File: src/rtl/bw_pkg.sv
// Shared definitions for the bandwidth arbiter and its requester-side mux.
package bw_pkg;

    localparam int unsigned NCLI = 4;
    localparam int unsigned IDW  = 2;

    typedef enum logic {
        ACCOUNT = 1'b0,
        WINNING = 1'b1
    } bw_phase_e;

    // Returns {valid, idx}; valid only when exactly one bit of g is set.
    function automatic logic [IDW:0] onehot_idx(input logic [NCLI-1:0] g);
        logic [IDW-1:0] idx;
        int unsigned    n;
        idx = '0;
        n   = 0;
        for (int i = 0; i < NCLI; i++) begin
            if (g[i]) begin
                idx = IDW'(i);
                n   = n + 1;
            end
        end
        return {(n == 1), idx};
    endfunction

endpackage

File: src/rtl/bw_req_fifo.sv
// Single-client synchronous FIFO with combinational head and occupancy count.
module bw_req_fifo #(
    parameter int unsigned DW    = 32,
    parameter int unsigned DEPTH = 4
) (
    input  logic                       clk,
    input  logic                       reset,
    input  logic                       push,
    input  logic [DW-1:0]              din,
    input  logic                       pop,
    output logic [DW-1:0]              dout,
    output logic [$clog2(DEPTH):0]     count,
    output logic                       full
);

    localparam int unsigned PW = $clog2(DEPTH);
    localparam int unsigned CW = PW + 1;

    logic [DW-1:0] mem [DEPTH];
    logic [PW-1:0] wr_ptr;
    logic [PW-1:0] rd_ptr;
    logic          do_push;
    logic          do_pop;

    assign full    = (count == CW'(DEPTH));
    assign do_push = push && !full;
    assign do_pop  = pop && (count != '0);
    assign dout    = mem[rd_ptr];

    // Pointers wrap naturally since DEPTH is a power of two.
    always_ff @(posedge clk) begin
        if (reset) begin
            wr_ptr <= '0;
            rd_ptr <= '0;
            count  <= '0;
        end else begin
            if (do_push) wr_ptr <= wr_ptr + PW'(1);
            if (do_pop)  rd_ptr <= rd_ptr + PW'(1);
            count <= count + CW'(do_push) - CW'(do_pop);
        end
    end

    always_ff @(posedge clk) begin
        if (do_push) mem[wr_ptr] <= din;
    end

endmodule

File: src/rtl/bw_req_mux.sv
// Requester side of the 4-way bandwidth arbiter: per-client queues, req generation,
// grant-driven pop onto a shared registered output, served counters and error flags.
module bw_req_mux
    import bw_pkg::*;
#(
    parameter int unsigned DW    = 32,
    parameter int unsigned DEPTH = 4,
    parameter int unsigned CNTW  = 16
) (
    input  logic                 clk,
    input  logic                 reset,
    input  logic [NCLI-1:0]      in_valid,
    input  logic [NCLI*DW-1:0]   in_data,
    output logic [NCLI-1:0]      in_ready,
    output logic [NCLI-1:0]      req,
    input  logic [NCLI-1:0]      grant,
    output logic                 out_valid,
    output logic [DW-1:0]        out_data,
    output logic [IDW-1:0]       out_id,
    output logic [NCLI*CNTW-1:0] served_cnt,
    output logic                 err_multi,
    output logic                 err_empty
);

    localparam int unsigned CW = $clog2(DEPTH) + 1;

    logic [CW-1:0]   cnt    [NCLI];
    logic [DW-1:0]   head   [NCLI];
    logic [CNTW-1:0] served [NCLI];
    logic [NCLI-1:0] full;
    logic [NCLI-1:0] push;
    logic [NCLI-1:0] pop;
    logic [IDW:0]    gsel;
    logic            g_one;
    logic [IDW-1:0]  g_idx;
    logic            g_nonempty;
    logic            pop_en;

    for (genvar i = 0; i < NCLI; i++) begin : g_cli
        bw_req_fifo #(
            .DW    (DW),
            .DEPTH (DEPTH)
        ) u_fifo (
            .clk   (clk),
            .reset (reset),
            .push  (push[i]),
            .din   (in_data[i*DW +: DW]),
            .pop   (pop[i]),
            .dout  (head[i]),
            .count (cnt[i]),
            .full  (full[i])
        );

        assign in_ready[i] = !full[i];
        assign push[i]     = in_valid[i] && !full[i];
        // Drop req as the last entry is granted so the registered arbiter never overshoots.
        assign req[i]      = (cnt[i] >= CW'(2)) || ((cnt[i] == CW'(1)) && !grant[i]);
        assign served_cnt[i*CNTW +: CNTW] = served[i];
    end

    // Grant decode: pop only on a one-hot grant to a non-empty client.
    always_comb begin
        gsel       = onehot_idx(grant);
        g_one      = gsel[IDW];
        g_idx      = gsel[IDW-1:0];
        g_nonempty = (cnt[g_idx] != '0);
        pop_en     = g_one && g_nonempty;
        pop        = '0;
        if (pop_en) pop[g_idx] = 1'b1;
    end

    always_ff @(posedge clk) begin
        if (reset) begin
            out_valid <= 1'b0;
            out_data  <= '0;
            out_id    <= '0;
            err_multi <= 1'b0;
            err_empty <= 1'b0;
            for (int i = 0; i < NCLI; i++) served[i] <= '0;
        end else begin
            out_valid <= pop_en;
            if (pop_en) begin
                out_data <= head[g_idx];
                out_id   <= g_idx;
                if (served[g_idx] != '1) served[g_idx] <= served[g_idx] + CNTW'(1);
            end
            if ((grant != '0) && !g_one) err_multi <= 1'b1;
            if (g_one && !g_nonempty)    err_empty <= 1'b1;
        end
    end

endmodule

File: config.mk
export PLATFORM = sky130hd
export DESIGN_NAME = bw_req_mux
export DESIGN_NICKNAME = d
export VERILOG_FILES = /design/src/rtl/bw_pkg.sv /design/src/rtl/bw_req_fifo.sv /design/src/rtl/bw_req_mux.sv
export SDC_FILE = /design/constraint.sdc
export NUM_CORES = 1
export LEC_CHECK = 0
export CAP_MARGIN = 40
export CORE_MARGIN = 5
export CORE_UTILIZATION = 25
export CTS_BUF_LIST = sky130_fd_sc_hd__clkbuf_8
export DETAILED_ROUTE_END_ITERATION = 16
export PLACE_DENSITY_LB_ADDON = 0.05
export SETUP_SLACK_MARGIN = 0.02
export SYNTH_ARGS = -nofsm -noshare
export SYNTH_HDL_FRONTEND = slang
export SYNTH_SLANG_ARGS = --single-unit
File: constraint.sdc
create_clock -name clk -period 13.54 [get_ports clk]
set_input_delay 1.354 -clock clk [delete_from_list [all_inputs] [get_ports clk]]
set_output_delay 1.354 -clock clk [all_outputs]
set_load 0.05 [all_outputs]
==> metrics.cfg <==
[run_status]
outcome = finished clean

[sta]
holdWs_ns = 0.497
finalCritPeriodShare_pct = 41.6
setup_viol = 0
finalSetupTns_ns = 0
hold_viol = 0
tightest_slew_ns = 0.900
finalCriticalPeriod_ns = 5.64
slew_headroom_pct = 40.0
rsz0062_at_grt = false
worst_slack_ns = 7.90
skew_ns = 0.0442
slew_viol_final = 0
max_freq_ghz = 0.177

[final_layout]
final_core_util_pct = 31.6
mostFrequentLayoutCells = edfxtp_1 (576), clkdlybuf4s50_1 (243), clkbuf_8 (129)
fillers = 9998
design_area_mm2 = 0.0322
final_nets = 1932
drive_above_1_share_pct = 19.0
layout_commonest_cell = edfxtp_1
syn_to_final_growth_pct = 25.6

[setup_path]
crit_required_ns = 13.97
cp_max_fo = 38
ff2ff_path_depth = 8
worstSetupStartpoint = grant[1]
critPathKind = in -> reg
cp.arrival_ns = 6.07
endpoint_kind = flip-flop
critPathLaunchType = primary input
r2r_start = served[1][4]$_SDFFCE_PN0P_

[synthesis]
yosys.area.top_type = edfxtp_1
synth_top_area_share_pct = 67.5
seq_area_frac_synth_pct = 73.2
synth_area_leaders = edfxtp_1 (68%), mux4_2 (11%), dfxtp_1 (5.7%)
muxShareOfSynthArea_pct = 12.2
syn_nets = 1604
synth_edf_count = 576
synth_top_family_by_area = multiplexers
synth_area_mm2 = 0.0256
synth-xor-area-share_pct = 0.957
synth.distinct_cells = 57
synth-simple-area-share_pct = 5.33
ys.flop_type = edfxtp_1
synth_fa_ha_area_share_pct = 1.88
synth.avg_cell_area_um2 = 17.9
synthArstFlopShare_pct = 0
yosysWarnings = 0
syn_inst = 1430
ys_seq_elements = 649
synth_compound_area_share_pct = 4.33

[drt]
met2_length_um = 39700
first_pass_iters = 5
drt_iter0_drc = 817
ant_nets = 0
wire_per_inst_um = 24.1
wl_met3_um = 4960
drc_errors = 0
highest_layer = met5
num_vias = 14192
vias_per_cell = 4.39
routed_wirelength_um = 77800
drt-met1-wl_um = 31500

[place]
io_buffers = 246
place_congestion = 0.745
hpwl_um = 52800
preCtsSetupSlack_ns = 7.11
placed_area_mm2 = 0.0299

[min_path]
hp-class = reg -> reg
min_path_cells = 2
min_from = out_data[6]$_SDFFE_PP0N_

[floorplan]
start_util_pct = 25.2
die_width_um = 330
fp-row-count = 117
num_io_pins = 247
die_h_um = 330
core_area_mm2 = 0.102
die_area_mm2 = 0.109

[grt]
grt_max_degree = 57
gr-total-overflow = 0
grt_pass1_vias = 15394
grt_pass1_wl_um = 111000
grt.total_usage_pct = 14.1
antenna_found_initial = 16

[cts]
path_clk_slew_ns = 0.05
clockBufferDepth = 3
cts_tree = done
cts_setup_buffers = 0
postCtsHoldBufs = 0
htreeDepth = 3
cts.repair.resized = 0
cts_buffers = 117
clock-root-buffer = clkbuf_8
clock_latency_ns = 0.74
clkSinkCount = 649

[run]
maxCapViolCount = 0

[pwr]
p_per_area_mw_per_mm2 = 163
ir_worst_vdd_mv = 0.0689
total_leakage_power_nw = 10.5

==> registers in the layout, indices dropped and copies added, names as in the netlist, 2 cells and up, named ones only <==
name and cells:
served 64, out_id 2, g_cli.u_fifo.rd_ptr 8, g_cli.u_fifo.mem 512, out_data 32, g_cli.u_fifo.wr_ptr 8
g_cli.u_fifo.count 12
==> routing by layer <==
metal	GRT usage [%]	vias to the layer above
li1	-	6397
met1	17.2	7259
met2	24.8	402
met3	3.77	122
met4	3.79	12
met5	0	-
==> synthesized netlist by cell type, types with 2 or more instances <==
| cell type | instances |
|---|---|
| nand3_1 | 8 |
| buf_6 | 2 |
| fa_1 | 4 |
| and3_1 | 19 |
| o21bai_1 | 4 |
| nor2_1 | 105 |
| mux2_2 | 4 |
| nand4_1 | 5 |
| a21o_1 | 3 |
| xnor2_1 | 16 |
| a22oi_1 | 40 |
| o32ai_1 | 3 |
| edfxtp_1 | 576 |
| nor3b_1 | 2 |
| nand2b_1 | 2 |
| buf_2 | 11 |
| nor4_1 | 8 |
| a211oi_1 | 16 |
| and2_1 | 4 |
| clkbuf_1 | 52 |
| nor3_1 | 59 |
| ha_1 | 32 |
| mux2i_1 | 19 |
| a311oi_1 | 32 |
| buf_1 | 16 |
| a21oi_1 | 14 |
| o21ai_0 | 10 |
| or3_1 | 2 |
| mux4_2 | 128 |
| nand2_1 | 48 |
| xor2_1 | 12 |
| o221ai_1 | 2 |
| nor2b_1 | 14 |
| a221oi_1 | 2 |
| or2_2 | 2 |
| a222oi_1 | 6 |
| o31ai_1 | 4 |
| inv_1 | 53 |
| dfxtp_1 | 73 |
==> cell families (layout without fill, tap and decap cells) <==
kind of cell	Yosys count	in the layout
buffers and inverters	136	567
and+or+nand+nor	286	286
AOI/OAI and AO/OA	144	144
DFF	649	649
xor gates and xnor gates	28	28
muxes	151	151
adders and majority gates	36	36
other	0	4
==> through the flow <==
stage               std cells  total power [mW]
finish                   3233              5.25
floorplan                1430              3.12
detailed placement       3007              3.57
global route             3230              5.53
global placement         2993              3.55
CTS                      3229              5.38
==> report_power, final <==
part / internal (mW) / switching, mW / leakage [nW]
Combinational: 0.350 / 0.616 / 3.23
Sequential: 2.43 / 0.0987 / 5.96
Clock: 0.931 / 0.822 / 1.36
==> final timing paths <==
kind	endpoint	slack, ns
max	served[2][3]$_SDFFCE_PN0P_	7.90
max reg2reg	served[2][3]$_SDFFCE_PN0P_	9.93
min	out_data[6]$_SDFFE_PP0N_	0.50
min reg2reg	out_data[6]$_SDFFE_PP0N_	0.50
==> critical path: stages <==
cell,delay (ns)
buf_2,0.08
buf_4,0.48
inv_1,0.35
ha_1,0.45
xor2_1,0.18
ha_1,0.32
nand3b_1,0.18
o311a_1,0.17
or3_1,0.59
nor3_4,0.50
nand2_1,0.42
o21bai_1,0.65
buf_4,0.31
==> final cells by class <==
type	instances	area (µm²)	area share [%]
Tap cell	1368	1710	5.32
Antenna cell	4	10.0	0.0311
Multi-Input combinational cell	645	6360	19.8
Sequential cell	649	18800	58.3
Inverter	54	203	0.630
Clock inverter	93	482	1.50
Clock buffer	129	1780	5.52
Timing Repair Buffer	291	2880	8.93
(Power assumes the default switching activity.)
